$ cat src/rtl/alu_pkg.sv
// Shared opcode enum and flag bit positions for the pipelined ALU wrapper.
package alu_pkg;

  typedef enum logic [2:0] {
    OP_ADD = 3'd0,
    OP_SUB = 3'd1,
    OP_AND = 3'd2,
    OP_OR  = 3'd3,
    OP_XOR = 3'd4,
    OP_NOT = 3'd5,
    OP_SHL = 3'd6,
    OP_SHR = 3'd7
  } op_e;

  localparam int unsigned FLG_W = 4;
  localparam int unsigned FLG_Z = 3;
  localparam int unsigned FLG_N = 2;
  localparam int unsigned FLG_V = 1;
  localparam int unsigned FLG_P = 0;

endpackage

$ cat src/rtl/alu_core.sv
// Purely combinational ALU: one op on a/b, producing result, {Z,N,V,P} flags and carry.
module alu_core
  import alu_pkg::*;
#(
  parameter int unsigned WIDTH = 8
) (
  input  op_e              op,
  input  logic [WIDTH-1:0] a,
  input  logic [WIDTH-1:0] b,
  output logic [WIDTH-1:0] result,
  output logic [FLG_W-1:0] flag,
  output logic             carry
);

  logic [WIDTH:0] w_ext;
  logic           w_v;

  always_comb begin
    w_ext  = '0;
    w_v    = 1'b0;
    carry  = 1'b0;
    result = '0;
    case (op)
      OP_ADD: begin
        w_ext  = {1'b0, a} + {1'b0, b};
        result = w_ext[WIDTH-1:0];
        carry  = w_ext[WIDTH];
        w_v    = (a[WIDTH-1] == b[WIDTH-1]) && (w_ext[WIDTH-1] != a[WIDTH-1]);
      end
      OP_SUB: begin
        // Bit WIDTH of the extended difference is the borrow (a < b unsigned).
        w_ext  = {1'b0, a} - {1'b0, b};
        result = w_ext[WIDTH-1:0];
        carry  = w_ext[WIDTH];
        w_v    = (a[WIDTH-1] != b[WIDTH-1]) && (w_ext[WIDTH-1] != a[WIDTH-1]);
      end
      OP_AND: result = a & b;
      OP_OR:  result = a | b;
      OP_XOR: result = a ^ b;
      OP_NOT: result = ~a;
      OP_SHL: begin
        result = {a[WIDTH-2:0], 1'b0};
        carry  = a[WIDTH-1];
      end
      OP_SHR: begin
        result = {1'b0, a[WIDTH-1:1]};
        carry  = a[0];
      end
      default: result = '0;
    endcase
  end

  always_comb begin
    flag        = '0;
    flag[FLG_Z] = (result == '0);
    flag[FLG_N] = result[WIDTH-1];
    flag[FLG_V] = w_v;
    flag[FLG_P] = ~^result;
  end

endmodule

$ cat src/rtl/alu_pipe_wrapper.sv
// Handshaked ALU pipeline: optional operand register (S1), ALU, result register (S2),
// plus an accumulator that can replace operand A for chained computations.
module alu_pipe_wrapper
  import alu_pkg::*;
#(
  parameter int unsigned WIDTH  = 8,
  parameter int unsigned REG_IN = 1
) (
  input  logic             clk,
  input  logic             rst,
  input  logic             in_valid,
  output logic             in_ready,
  input  logic [2:0]       op,
  input  logic [WIDTH-1:0] a,
  input  logic [WIDTH-1:0] b,
  input  logic             acc_en,
  output logic             out_valid,
  input  logic             out_ready,
  output logic [WIDTH-1:0] result,
  output logic [3:0]       alu_flag,
  output logic             carry
);

  logic             w_s1_valid;
  op_e              w_s1_op;
  logic [WIDTH-1:0] w_s1_a;
  logic [WIDTH-1:0] w_s1_b;
  logic             w_s1_acc;

  logic             w_s2_adv;
  logic             w_s2_load;

  logic             r_s2_valid;
  logic [WIDTH-1:0] r_result;
  logic [3:0]       r_flag;
  logic             r_carry;
  logic [WIDTH-1:0] r_acc;

  logic [WIDTH-1:0] w_alu_a;
  logic [WIDTH-1:0] w_alu_res;
  logic [FLG_W-1:0] w_alu_flag;
  logic             w_alu_carry;

  assign w_s2_adv  = ~r_s2_valid | out_ready;
  assign w_s2_load = w_s1_valid & w_s2_adv;

  generate
    if (REG_IN != 0) begin : g_s1
      logic             r_s1_valid;
      op_e              r_s1_op;
      logic [WIDTH-1:0] r_s1_a;
      logic [WIDTH-1:0] r_s1_b;
      logic             r_s1_acc;
      logic             w_s1_adv;

      assign w_s1_adv = ~r_s1_valid | w_s2_adv;

      always_ff @(posedge clk or posedge rst) begin
        if (rst) begin
          r_s1_valid <= 1'b0;
          r_s1_op    <= OP_ADD;
          r_s1_a     <= '0;
          r_s1_b     <= '0;
          r_s1_acc   <= 1'b0;
        end else if (w_s1_adv) begin
          r_s1_valid <= in_valid;
          if (in_valid) begin
            r_s1_op  <= op_e'(op);
            r_s1_a   <= a;
            r_s1_b   <= b;
            r_s1_acc <= acc_en;
          end
        end
      end

      assign in_ready   = ~rst & w_s1_adv;
      assign w_s1_valid = r_s1_valid;
      assign w_s1_op    = r_s1_op;
      assign w_s1_a     = r_s1_a;
      assign w_s1_b     = r_s1_b;
      assign w_s1_acc   = r_s1_acc;
    end else begin : g_s1_bypass
      assign in_ready   = ~rst & w_s2_adv;
      assign w_s1_valid = in_valid;
      assign w_s1_op    = op_e'(op);
      assign w_s1_a     = a;
      assign w_s1_b     = b;
      assign w_s1_acc   = acc_en;
    end
  endgenerate

  // acc is read at the S1->S2 transfer, so back-to-back acc_en beats see the previous result.
  assign w_alu_a = w_s1_acc ? r_acc : w_s1_a;

  alu_core #(.WIDTH(WIDTH)) u_alu (
    .op     (w_s1_op),
    .a      (w_alu_a),
    .b      (w_s1_b),
    .result (w_alu_res),
    .flag   (w_alu_flag),
    .carry  (w_alu_carry)
  );

  always_ff @(posedge clk or posedge rst) begin
    if (rst) begin
      r_s2_valid <= 1'b0;
      r_result   <= '0;
      r_flag     <= '0;
      r_carry    <= 1'b0;
      r_acc      <= '0;
    end else begin
      if (w_s2_adv) begin
        r_s2_valid <= w_s1_valid;
      end
      if (w_s2_load) begin
        r_result <= w_alu_res;
        r_flag   <= w_alu_flag;
        r_carry  <= w_alu_carry;
        r_acc    <= w_alu_res;
      end
    end
  end

  assign out_valid = r_s2_valid;
  assign result    = r_result;
  assign alu_flag  = r_flag;
  assign carry     = r_carry;

endmodule
$ cat config.mk
export PLATFORM = sky130hd
export DESIGN_NAME = alu_pipe_wrapper
export DESIGN_NICKNAME = d
export VERILOG_FILES = /design/src/rtl/alu_pkg.sv /design/src/rtl/alu_core.sv /design/src/rtl/alu_pipe_wrapper.sv
export SDC_FILE = /design/constraint.sdc
export NUM_CORES = 1
export LEC_CHECK = 0
export ABC_AREA = 1
export CELL_PAD_IN_SITES_DETAIL_PLACEMENT = 0
export CELL_PAD_IN_SITES_GLOBAL_PLACEMENT = 1
export CORE_MARGIN = 2
export CORE_UTILIZATION = 30
export DETAILED_ROUTE_END_ITERATION = 7
export GPL_ROUTABILITY_DRIVEN = 0
export PLACE_DENSITY_LB_ADDON = 0.1
export RECOVER_POWER = 25
export SYNTH_ARGS = -nofsm -noshare
export SYNTH_HDL_FRONTEND = slang
export SYNTH_SLANG_ARGS = --single-unit
$ cat constraint.sdc
create_clock -name clk -period 4.6 [get_ports clk]
set_input_delay 0.46 -clock clk [delete_from_list [all_inputs] [get_ports clk]]
set_output_delay 0.46 -clock clk [all_outputs]
set_load 0.02 [all_outputs]
* After elaboration in Yosys (flattened, before gate mapping)
Index checks and enable logic that the tools add are counted.
Word-level totals: register bits after elaboration 35, output and inout port bits 15, logic and storage cells 43
Cells by class: eq/ne operators 11, muxes and demuxes 4, add/sub/neg operators 2, reductions and logical operators 6, bitwise logic cells 11
Operators by type and width (number):
- $pmux W8 S8 | 1
- $eq A3 B3 Y1 const B | 4
- $add A8 B8 Y9 | 1
- $sub A8 B8 Y9 | 1
- $and A8 B8 Y8 | 1
- $logic_not A8 Y1 | 1
- $mux W8 | 1
- $not A8 Y8 | 1
- $or A8 B8 Y8 | 1
- $reduce_xnor A8 Y1 | 1
- $xor A8 B8 Y8 | 1
- $eq A3 B2 Y1 const B | 2
- $pmux W1 S4 | 1
- $eq A3 B1 Y1 const B | 1
- $logic_not A3 Y1 | 1
- $ne A1 B1 Y1 | 3
- $not A1 Y1 | 3
- $and A1 B1 Y1 | 2
- $logic_and A1 B1 Y1 | 2
- $or A1 B1 Y1 | 2
- $pmux W1 S2 | 1
- $reduce_and A2 Y1 | 1
- $eq A1 B1 Y1 | 1

* Logic depth before layout (Yosys ltp)
depth in word-level cells 5, mapped depth 20

* Cells and area by module
A second synthesis with hierarchy kept.
Second synthesis, totals: cells, all modules 484, area total of the unflattened synthesis 3348.2 um^2
Modules (own cells, without submodules):
- alu_core | cells each 306, sequential area each 0.0 um^2, area an instance 1860.5 um^2, instances 1
- alu_pipe_wrapper | cells each 178, sequential area each 875.8 um^2, area an instance 1487.7 um^2, instances 1

* Worst setup path before layout
No wires, ideal clock.
path type register to register, start register g_s1.r_s1_acc, end register r_flag[0] (netlist: alu_flag[0]), stages on the path, launching flop included 19, data required time 4.472 ns, setup slack 1.824 ns, data arrival time 2.647 ns, buffers on the path 2, clock period less this slack 2.776 ns, cells stage by stage dfrtp_1 -> buf_6 -> buf_6 -> nand2_1 -> o21ai_2 -> inv_1 -> ha_1 -> inv_1 -> fa_1 -> o21ai_0 -> nand2_1 -> nand2_1 -> xor2_1 -> nand2_1 -> nand2_2 -> ha_1 -> xnor2_1 -> xnor2_1 -> o21ai_0
Between the ends: longest elaborated chain between the ends 4, elaborated cells on any way between the ends 9, classes of those cells 2 x add/sub; 2 x mux; 4 x bitwise; 1 x reduce/logical
RTL lines:
- start: declaration | line alu_pipe_wrapper.sv:53 | logic r_s1_acc;
- start signal: assignment | line alu_pipe_wrapper.sv:71 | r_s1_acc <= acc_en;
- $mux W8 * | line alu_pipe_wrapper.sv:93 | assign w_alu_a = w_s1_acc ? r_acc : w_s1_a;
- $sub A8 B8 Y9, or another cell as far along | line alu_core.sv:32 | w_ext = {1'b0, a} - {1'b0, b};
- $pmux W8 S8 * | line alu_core.sv:23 | case (op)
- $reduce_xnor A8 Y1 * | line alu_core.sv:58 | flag[FLG_P] = ~^result;
- end signal: assignment | line alu_pipe_wrapper.sv:117 | r_flag <= w_alu_flag;
- end: declaration | line alu_pipe_wrapper.sv:35 | logic [3:0] r_flag;
Every way passes the cells marked *; elsewhere a longest branch is shown, timed or not. A chain may end at the register's enable or synchronous reset.

* Final worst setup path
Ends and elaborated chain as after synthesis.

==> metrics <==
arrival time of data at the critical path endpoint around 3700 ps; synthesized flop and latch total 34; library cells used by synthesis 34; power density relative to cell area between 500 and 600 mW/mm2; antenna violations before repair 0; setup repair after global routing missed its margin false; cells after synthesis approximately 410; number of vias in the routed layout between 2,000 and 3,000; combined area of all synthesized cells between 0.002 and 0.003 mm2; DR WL/cell roughly 15 um; starting utilization of the core area between 30% and 40%; CP max stage delay 760 ps; NumNets Final approximately 510; syn_nets between 400 and 500; Critical Path Most Common Cell nand3_1; type of origin of the critical path flop; sequential area share after synthesis 28.6%; Cells after DPL about 580; type of the tightest min-delay check reg2reg; post-layout instance area between 0.003 and 0.004 mm2; cell leakage power 1.79 nW; maximum clock rate approximately 0.28 GHz; Layout Area Growth over Synthesis 19.6%; all-layer global routing usage 17.2%; clock net sink count 34; fraction of layout instances using a drive strength above 1 7.08%; leftover overflow at the end of global routing 0; post-CTS sizing 0; library cell used as clock root buffer clkbuf_8; Max FO, Critical Path 19; number of global-route vias before repair 2,730; Yosys Warn Count 0; endpoint required time on the critical path 4770 ps; count of final setup violators 0; cell with the largest stage delay on the worst path dfrtp_1; Fin Clk Skew approximately 13 ps; DRT Pass-1 Iters 4; most common library cell in the layout ignoring fill and taps nand2_1; number of vias per cell after detailed routing between 4 and 5; Worst Setup Slack, final a little over 1000 ps; async set-reset flop share out of synthesis 100%; Antenna Cells 0; worst slew slack as a fraction of its limit -28.6%; top library cells by usage in the layout, fill and taps aside 98 x nand2_1, 69 x inv_1, 37 x clkdlybuf4s50_1, 36 x nor2_1; minimum clock period after layout roughly 3600 ps; maximum buffer depth of the clock tree 2; CTS H-Tree Depth 2; Primary FF master, synth dfrtp_1; residual DRC count 0; Tcrit/Tclk final approximately 78%; pins over their slew limit 35; post-layout util 36.8%; endpoints failing hold 0; Total Die Area between 0.01 and 0.015 mm2; post-detail-place hpwl between 7000 and 8000 um; setup TNS 0 ps; result of the run finished with violations; violations in the final reports capacitance limit, slew limit; routed wire length between 8000 and 9000 um; kind of end point of the critical path flop; Worst Hold Margin between 400 and 500 ps; PortBufs 38; violation count after the first detailed-route iteration ~120; Max Cap Viol 1; cell breakdown of the critical path nor2_1, a21oi_4, inv_1, fa_1, o21ai_0, nand2_1, nand3_1, nand3_1, nand3_1, inv_1, ha_1, xnor2_1, xnor2_1, o21ai_0; placeable core area around 0.0097 mm2; worst voltage drop across the vdd grid between 0.00015 and 0.0002 V; I/O pin count 39; Std-Cell Rows 36; slew at the pin closest to its max-slew limit about 1900 ps; width of the die between 100 and 150 um; global-route wire length before repair between 10,000 and 15,000 um; number of synthesized flops with an enable pin 0; synthesized area per cell around 7.2 um2; largest net degree at the start of global routing 35; number of CTS-inserted buffers 5; setup slack at placement a little under 1000 ps; Placed Instance Area 0.00347 mm2; clk slew on worst S/H paths around 90 ps; CTS hold repair buffers 0; post-CTS setup buffer count 0; critical setup path kind reg2reg; height of the chip ~100 um; TritonCTS clock tree done; count of placed standard cells in the final layout, fillers left out 585; clock latency on the worst-skew pair roughly 300 ps; Power Total about 1.9 mW; number of nets with antenna violations after routing 0
[logic make-up after synthesis]
logic type	count (synthesis)	synth area share, %
and+or+nand+nor	180	26.0
buffers and inverters	82	11.4
AOI/OAI and AO/OA	66	13.0
adders and majority gates	36	15.6
DFF	34	28.6
xor gates and xnor gates	8	2.35
muxes	8	3.03
[routing by layer]
layer / up-vias / part of all wire, % / GRT usage, %
met4: 0 / 1.6 / 4.34
met1: 1297 / 48 / 23.8
met5: - / 0 / 0
met2: 55 / 47 / 28.4
met3: 10 / 4.1 / 2.27
li1: 1398 / - / -
[path summary, 6_finish.rpt]
kind / end / cells after the start / slack (ps) / startpoint
min in group asynchronous: g_s1.r_s1_b[4]$_DFFE_PP0P_ / 3 / 1380 / rst
max: alu_flag[0]$_DFFE_PP0P_ / 14 / 1030 / g_s1.r_s1_acc$_DFFE_PP0P_
min: carry$_DFFE_PP0P_ / 2 / 490 / carry$_DFFE_PP0P_
max in group asynchronous: r_acc[5]$_DFFE_PP0P_ / 3 / 2110 / rst
max reg2reg: alu_flag[0]$_DFFE_PP0P_ / 14 / 1030 / g_s1.r_s1_acc$_DFFE_PP0P_
min reg2reg: carry$_DFFE_PP0P_ / 2 / 490 / carry$_DFFE_PP0P_
[cell usage after synthesis, types with 2 or more instances]
library cell  instances  area share [%]
clkbuf_1              2            0.25
buf_2                 4            0.67
a21oi_1              22             3.7
nor2_1               36             4.5
buf_6                 3             1.1
inv_1                69             8.7
o21ai_1               3            0.50
mux2_2                8             3.0
inv_2                 3            0.38
nand2_2               3            0.63
nand2_1              98              12
o21ai_2               4             1.2
o21bai_1              2            0.50
ha_1                 34              14
nand3_1              27             4.5
dfrtp_1              34              29
o22ai_1               9             1.9
xnor2_1               3            0.88
xor2_1                5             1.5
nor2_4                2            0.76
fa_1                  2             1.3
nand4_1              10             2.1
o211ai_1              2            0.50
o21ai_0              19             3.2
[sequential cells by signal, indices dropped and copies added (netlist names)]
signal and flops:
g_s1.r_s1_b 8, g_s1.r_s1_a 8, g_s1.r_s1_acc 1, carry 1, r_acc 7, g_s1.r_s1_valid 1
g_s1.r_s1_op 3, alu_flag 4, out_valid 1
[power by group]
| group | total (mW) | internal, mW | switching (mW) |
|---|---|---|---|
| clock | 0.257 | 0.121 | 0.137 |
| sequential | 0.442 | 0.376 | 0.0667 |
| combinational | 1.23 | 0.476 | 0.755 |
[area by class of cell]
| class | instances | area (um2) |
|---|---|---|
| inverter | 72 | 270 |
| clock buffer | 6 | 82.6 |
| timing repair buffer | 40 | 392 |
| clock inverter | 2 | 12.5 |
| multi-input combinational | 298 | 1790 |
| fill | 1060 | 6120 |
| sequential | 34 | 851 |
| tap | 133 | 166 |
[worst max-delay path: cells and delay by family (launching register included)]
family | cells | cell delay, ps
adders and majority gates | 2 | 780
xor gates and xnor gates | 2 | 320
and+or+nand+nor | 5 | 630
buffers and inverters | 2 | 230
AOI/OAI and AO/OA | 3 | 730
DFF | 1 | 760
Note: power is estimated with default switching activity, not from simulation.
